### config.mk
export PLATFORM = sky130hd
export DESIGN_NAME = prm_edge_scan
export DESIGN_NICKNAME = d
export VERILOG_FILES = /design/src/rtl/prm_edge_scan.sv
export SDC_FILE = /design/constraint.sdc
export NUM_CORES = 1
export LEC_CHECK = 0
export ABC_AREA = 1
export CAP_MARGIN = 30
export CORE_MARGIN = 2
export CORE_UTILIZATION = 47
export CTS_CLUSTER_DIAMETER = 40
export CTS_CLUSTER_SIZE = 40
export DETAILED_ROUTE_END_ITERATION = 16
export PLACE_DENSITY = 0.79
export SLEW_MARGIN = 5
export SYNTH_ARGS = -nofsm -noshare
export SYNTH_HDL_FRONTEND = slang
export SYNTH_SLANG_ARGS = --single-unit
export TNS_END_PERCENT = 30
### constraint.sdc
create_clock -name clk -period 1.7 [get_ports clk]
set_input_delay 0.17 -clock clk [delete_from_list [all_inputs] [get_ports clk]]
set_output_delay 0.17 -clock clk [all_outputs]
set_load 0.03 [all_outputs]
### src/rtl/prm_edge_scan.sv
`default_nettype none
// ============================================================================
// Module   : prm_edge_scan
// Purpose  : Sequencer in front of the PRM obstacle checker. It takes one
//            15-bit configuration code per beat (one sample point along a
//            roadmap edge), registers it onto the checker inputs, and folds
//            the checker's combinational edge_mask into a per-edge verdict.
// Revision : 1.0 - initial release
// ----------------------------------------------------------------------------
// Ports
//   clk, rst        : clock, synchronous active-high reset
//   in_valid/ready  : sample stream handshake
//   in_code         : configuration code (bit 14 = O ... bit 0 = A)
//   in_edge         : edge id, captured on the first beat of an edge
//   in_last         : final sample of the edge
//   chk_code        : registered code driven to the checker
//   chk_mask        : checker collision result for chk_code
//   out_valid/ready : verdict handshake
//   out_edge        : edge id of the verdict
//   out_blocked     : any checked sample collided
//   out_first_hit   : index of first colliding sample (0 when clear)
//   out_count       : number of samples accepted, saturating
//   out_sat         : sample count saturated
// ============================================================================
module prm_edge_scan #(
  parameter int EDGE_W      = 16,
  parameter int CNT_W       = 8,
  parameter int EARLY_ABORT = 1
) (
  input  logic              clk,
  input  logic              rst,
  input  logic              in_valid,
  output logic              in_ready,
  input  logic [14:0]       in_code,
  input  logic [EDGE_W-1:0] in_edge,
  input  logic              in_last,
  output logic [14:0]       chk_code,
  input  logic              chk_mask,
  output logic              out_valid,
  input  logic              out_ready,
  output logic [EDGE_W-1:0] out_edge,
  output logic              out_blocked,
  output logic [CNT_W-1:0]  out_first_hit,
  output logic [CNT_W-1:0]  out_count,
  output logic              out_sat
);

  typedef enum logic [2:0] {
    IDLE  = 3'd0,
    SCAN  = 3'd1,
    DRAIN = 3'd2,
    WAIT  = 3'd3,
    DONE  = 3'd4
  } state_t;

  localparam logic [CNT_W-1:0] CNT_MAX = '1;
  localparam logic             ABORT_EN = (EARLY_ABORT != 0);

  state_t              state_q, state_d;
  logic [EDGE_W-1:0]   edge_q, edge_d;
  logic [CNT_W-1:0]    idx_q, idx_d;
  logic [CNT_W-1:0]    cnt_q, cnt_d;
  logic                sat_q, sat_d;
  logic                blocked_q, blocked_d;
  logic [CNT_W-1:0]    first_hit_q, first_hit_d;
  logic [14:0]         chk_code_q, chk_code_d;
  logic                chk_vld_q, chk_vld_d;
  logic [CNT_W-1:0]    chk_idx_q, chk_idx_d;   // index of the code on chk_code
  logic                out_valid_q, out_valid_d;

  logic                w_beat;
  logic                w_hit;
  logic                w_blk;
  logic [CNT_W-1:0]    w_idx_inc;
  logic [CNT_W-1:0]    w_cnt_inc;

  assign in_ready = ~rst & ((state_q == IDLE) | (state_q == SCAN) | (state_q == DRAIN));
  assign w_beat   = in_valid & in_ready;
  // The checker is combinational, so its answer for chk_code is valid now.
  assign w_hit    = chk_vld_q & chk_mask;
  // Blocked including a hit that is only being registered this cycle, so the
  // sample arriving alongside the first hit is already drained.
  assign w_blk    = blocked_q | w_hit;
  assign w_idx_inc = (idx_q == CNT_MAX) ? CNT_MAX : idx_q + CNT_W'(1);
  assign w_cnt_inc = (cnt_q == CNT_MAX) ? CNT_MAX : cnt_q + CNT_W'(1);

  always_comb begin
    state_d     = state_q;
    edge_d      = edge_q;
    idx_d       = idx_q;
    cnt_d       = cnt_q;
    sat_d       = sat_q;
    blocked_d   = blocked_q;
    first_hit_d = first_hit_q;
    chk_code_d  = chk_code_q;
    chk_vld_d   = chk_vld_q;
    chk_idx_d   = chk_idx_q;
    out_valid_d = out_valid_q;

    if (w_hit && !blocked_q) begin
      blocked_d   = 1'b1;
      first_hit_d = chk_idx_q;
    end

    case (state_q)
      IDLE: begin
        chk_vld_d = 1'b0;
        if (w_beat) begin
          edge_d      = in_edge;
          idx_d       = '0;
          cnt_d       = CNT_W'(1);
          sat_d       = 1'b0;
          blocked_d   = 1'b0;
          first_hit_d = '0;
          chk_code_d  = in_code;
          chk_vld_d   = 1'b1;
          chk_idx_d   = '0;
          state_d     = in_last ? WAIT : SCAN;
        end
      end
      SCAN: begin
        chk_vld_d = 1'b0;
        if (ABORT_EN && w_blk) begin
          state_d = DRAIN;
        end
        if (w_beat) begin
          idx_d = w_idx_inc;
          cnt_d = w_cnt_inc;
          sat_d = sat_q | (cnt_q == CNT_MAX);
          if (!(ABORT_EN && w_blk)) begin
            chk_code_d = in_code;
            chk_vld_d  = 1'b1;
            chk_idx_d  = w_idx_inc;
          end
          if (in_last) begin
            state_d = WAIT;
          end
        end
      end
      DRAIN: begin
        chk_vld_d = 1'b0;
        if (w_beat) begin
          idx_d = w_idx_inc;
          cnt_d = w_cnt_inc;
          sat_d = sat_q | (cnt_q == CNT_MAX);
          if (in_last) begin
            state_d = WAIT;
          end
        end
      end
      WAIT: begin
        chk_vld_d   = 1'b0;
        out_valid_d = 1'b1;
        state_d     = DONE;
      end
      DONE: begin
        chk_vld_d = 1'b0;
        if (out_ready) begin
          out_valid_d = 1'b0;
          state_d     = IDLE;
        end
      end
      default: begin
        chk_vld_d   = 1'b0;
        out_valid_d = 1'b0;
        state_d     = IDLE;
      end
    endcase
  end

  always_ff @(posedge clk) begin
    if (rst) begin
      state_q     <= IDLE;
      edge_q      <= '0;
      idx_q       <= '0;
      cnt_q       <= '0;
      sat_q       <= 1'b0;
      blocked_q   <= 1'b0;
      first_hit_q <= '0;
      chk_code_q  <= '0;
      chk_vld_q   <= 1'b0;
      chk_idx_q   <= '0;
      out_valid_q <= 1'b0;
    end else begin
      state_q     <= state_d;
      edge_q      <= edge_d;
      idx_q       <= idx_d;
      cnt_q       <= cnt_d;
      sat_q       <= sat_d;
      blocked_q   <= blocked_d;
      first_hit_q <= first_hit_d;
      chk_code_q  <= chk_code_d;
      chk_vld_q   <= chk_vld_d;
      chk_idx_q   <= chk_idx_d;
      out_valid_q <= out_valid_d;
    end
  end

  assign chk_code      = chk_code_q;
  assign out_valid     = out_valid_q;
  assign out_edge      = edge_q;
  assign out_blocked   = blocked_q;
  assign out_first_hit = first_hit_q;
  assign out_count     = cnt_q;
  assign out_sat       = sat_q;

endmodule
`default_nettype wire

==> flow_metrics.py <==
metrics = {
    "timing": {
        "finalSetupTns_ns": 0,
        "holdWs_ns": 0.375,
        "layout_setup_ws_ns": 0.0503,
        "slew_headroom_pct": 76.0,
        "hold_viol": 0,
        "worst_pin_slew_ns": 0.358,
        "setup-violations-final": 0,
        "final_max_slew_viol_count": 0,
        "fmax_mhz": 606,
        "fin_crit_ns": 1.65,
        "finClkSkew_ns": 0.00764,
        "rsz0062_at_grt": "no",
        "final.period_utilization_pct": 97.0,
    },
    "yosys": {
        "syn_avg_cell_area_um2": 7.43,
        "synthCells": 405,
        "seq_area_frac_synth_pct": 46.6,
        "synth_top_area_share_pct": 46.6,
        "ys_ff_latch": 70,
        "synth_common_cells": "107 x nand2_1, 70 x dfxtp_1, 60 x nor2_1",
        "synth-main-ff-cell": "dfxtp_1",
        "syn_area_um2": 3010,
        "mappedNetlistNets": 444,
        "synthTopCellsByArea": "dfxtp_1 47%, nand2_1 13%, nor2_1 7.5%, a21oi_1 6.2%, o21ai_0 4.3%",
        "synth_most_common_cell": "nand2_1",
        "synth_edf_count": 0,
        "synth_top_area_cell": "dfxtp_1",
        "yosysWarnings": 0,
        "synth_cell_types": 29,
        "ys_async_sr_fraction_pct": 0,
    },
    "finish": {
        "drive_gt1_share_pct": 10.5,
        "finalNonFillerCells": 584,
        "antennaDiodeCount": 0,
        "fill_cells": 539,
        "nets": 541,
        "syn2layout_area_growth_pct": 40.5,
    },
    "min_path": {
        "hp-class": "primary input to register",
        "hold_depth": 3,
        "hold_start": "in_code[2]",
        "hold_path_end": "chk_code[2]",
    },
    "clock_tree": {
        "clk_pin_slew_ns": 0.08,
        "clock_path_buffers": 2,
        "numCtsBuffers": 9,
        "cts_tree": "yes",
        "clockRootBuffer": "clkbuf_8",
        "cts_max_level": 3,
        "numClockSinks": 70,
        "clk_latency_ns": 0.34,
    },
    "critical_path": {
        "cp-start-kind": "register",
        "critPathMaxStageDelay_ns": 0.71,
        "reg2reg_slack_ns": 0.14,
        "end_kind": "output port",
        "cp_cell_sequence": "clkdlybuf4s50_1",
        "crit_arrival_ns": 1.48,
        "crit_required_ns": 1.53,
        "path_class": "register to output port",
        "r2r_start": "idx_q[0]",
        "crit_path_top_delay_cell": "clkdlybuf4s50_1",
        "path_delay_family": "buffers and inverters",
        "path_buf_inv": 1,
        "r2r_end": "chk_idx_q[3]",
        "path_max_fanout": 5,
        "ff2ff_path_depth": 7,
    },
    "power": {
        "max-vdd-ir-drop_mv": 0.610,
        "pwr-share-clk_pct": 36.3,
        "p_int_w": 0.00277,
        "p_sw_w": 0.00105,
        "cellLeakagePower_nw": 1.73,
        "p_total_w": 0.00382,
        "p_comb_share_pct": 17.7,
        "switching_share_pct": 27.5,
        "power_density_nw_per_um2": 903,
        "power_frac_seq_pct": 46.1,
    },
    "placement": {
        "post-dp-hpwl_mm": 5.18,
        "dp_cells": 568,
        "dp_slack_ns": 0.0995,
        "portBuffers": 87,
        "gp_congestion": 0.868,
    },
    "routing": {
        "postRouteAntennaNets": 0,
        "first_pass_iters": 4,
        "drt-initial-drc-count": 155,
        "vias": 2841,
        "drc_errors": 0,
        "route.detailed.wl_per_inst_um": 12.1,
        "via_per_inst": 4.86,
        "routed_wirelength_mm": 7.06,
    },
    "global_routing": {
        "grt_pass1_vias": 2600,
        "grt_pass1_wl_mm": 11.6,
        "grt_use_total_pct": 20.0,
        "grt-ovfl-total": 0,
        "grt_max_degree": 20,
        "grt_antenna_before_repair": 0,
    },
    "outcome": {
        "outcome": "complete, no violations",
    },
    "die": {
        "io_pins": 88,
        "fp.coreArea_um2": 6280,
        "dieArea_um2": 7060,
        "die_y_um": 84,
        "rows": 29,
        "initial_utilization_pct": 47.9,
        "fp.dieW_um": 84,
    },
    "flow_run": {
        "drv_cap": 0,
    },
}
## power groups by stage
stage,Combinational (W),Sequential [W],Clock (W)
after detailed placement,0.000679,0.00179,0
after global routing,0.000732,0.00177,0.00147
after global placement,0.000672,0.00179,0
after CTS,0.000681,0.00176,0.00140
after floorplan,0.000267,0.00191,0
final,0.000675,0.00176,0.00138
## sequential cells by signal, summed over array words and instances, names as in the netlist
name / cells
out_blocked: 1
chk_code: 15
chk_idx_q: 8
out_sat: 1
out_first_hit: 8
out_count: 8
chk_vld_q: 1
out_edge: 16
state_q: 3
out_valid: 1
idx_q: 8
## placed cells by master (no fill, tap or decap), drive strengths merged
cell / instances
clkinvlp: 1
a21oi: 42
clkbuf: 11
dlymetal6s2s: 1
clkinv: 3
a31oi: 2
ha: 2
o21ai: 27
nor2: 63
xnor2: 2
inv: 34
mux2i: 8
nand2: 111
nand3b: 1
clkdlybuf4s50: 85
nor3: 2
nand3: 22
dfxtp: 70
nand4: 3
bufinv: 1
buf: 16
## routing by layer
layer  share of wire [%]  track usage (%)
met3                 7.3             6.23
met5                   0                0
met2                  48             33.2
met4                0.95             8.94
met1                  44             23.7
## per-stage QoR
step	instance area (um^2)	utilization, %
floorplan	3010	-
global placement	4010	63.9
detailed placement	4010	63.9
CTS	4220	67.2
global route	4230	67.3
finish	4230	67.3
## layout make-up
class | instances | area (um^2) | share of cell area, %
Clock inverter | 5 | 56.3 | 1.33
Sequential cell | 70 | 1400 | 33.2
Multi-Input combinational cell | 285 | 1370 | 32.3
Tap cell | 77 | 96.3 | 2.28
Clock buffer | 11 | 151 | 3.58
Inverter | 34 | 134 | 3.17
Timing Repair Buffer | 102 | 1020 | 24.2
## worst max-delay path by stage
stage                 start           end  slack [ns]  depth (start not counted)
2_1_floorplan  out_count[1]  out_count[5]        0.15                          7
3_5_place_dp       idx_q[0]  chk_idx_q[3]         0.1                          7
3_3_place_gp       chk_mask  chk_code[11]        0.13                          8
5_1_grt        out_count[2]  out_count[2]        0.01                          1
4_1_cts        out_count[3]  out_count[3]       0.005                          1
6_report       out_count[2]  out_count[2]        0.05                          1
## cell families after synthesis
group	count (synthesis)	share of synthesized area [%]
AND/OR/NAND/NOR	202	28.6
AO/OA/AOI/OAI	71	12.5
flip-flops	70	46.6
buffers and inverters	50	8.24
multiplexers	8	2.66
XOR/XNOR	2	0.582
adder cells (fa/ha/maj)	2	0.832
## what timing repair did
action                                  in CTS  in global routing
setup buffers                                0                  0
gates resized for setup                      0                  3
hold buffers                                 0                  0
endpoints found under the setup margin       0                  5
endpoints found under the hold margin        0                  0
No activity file was read; power rests on OpenSTA's default activity.
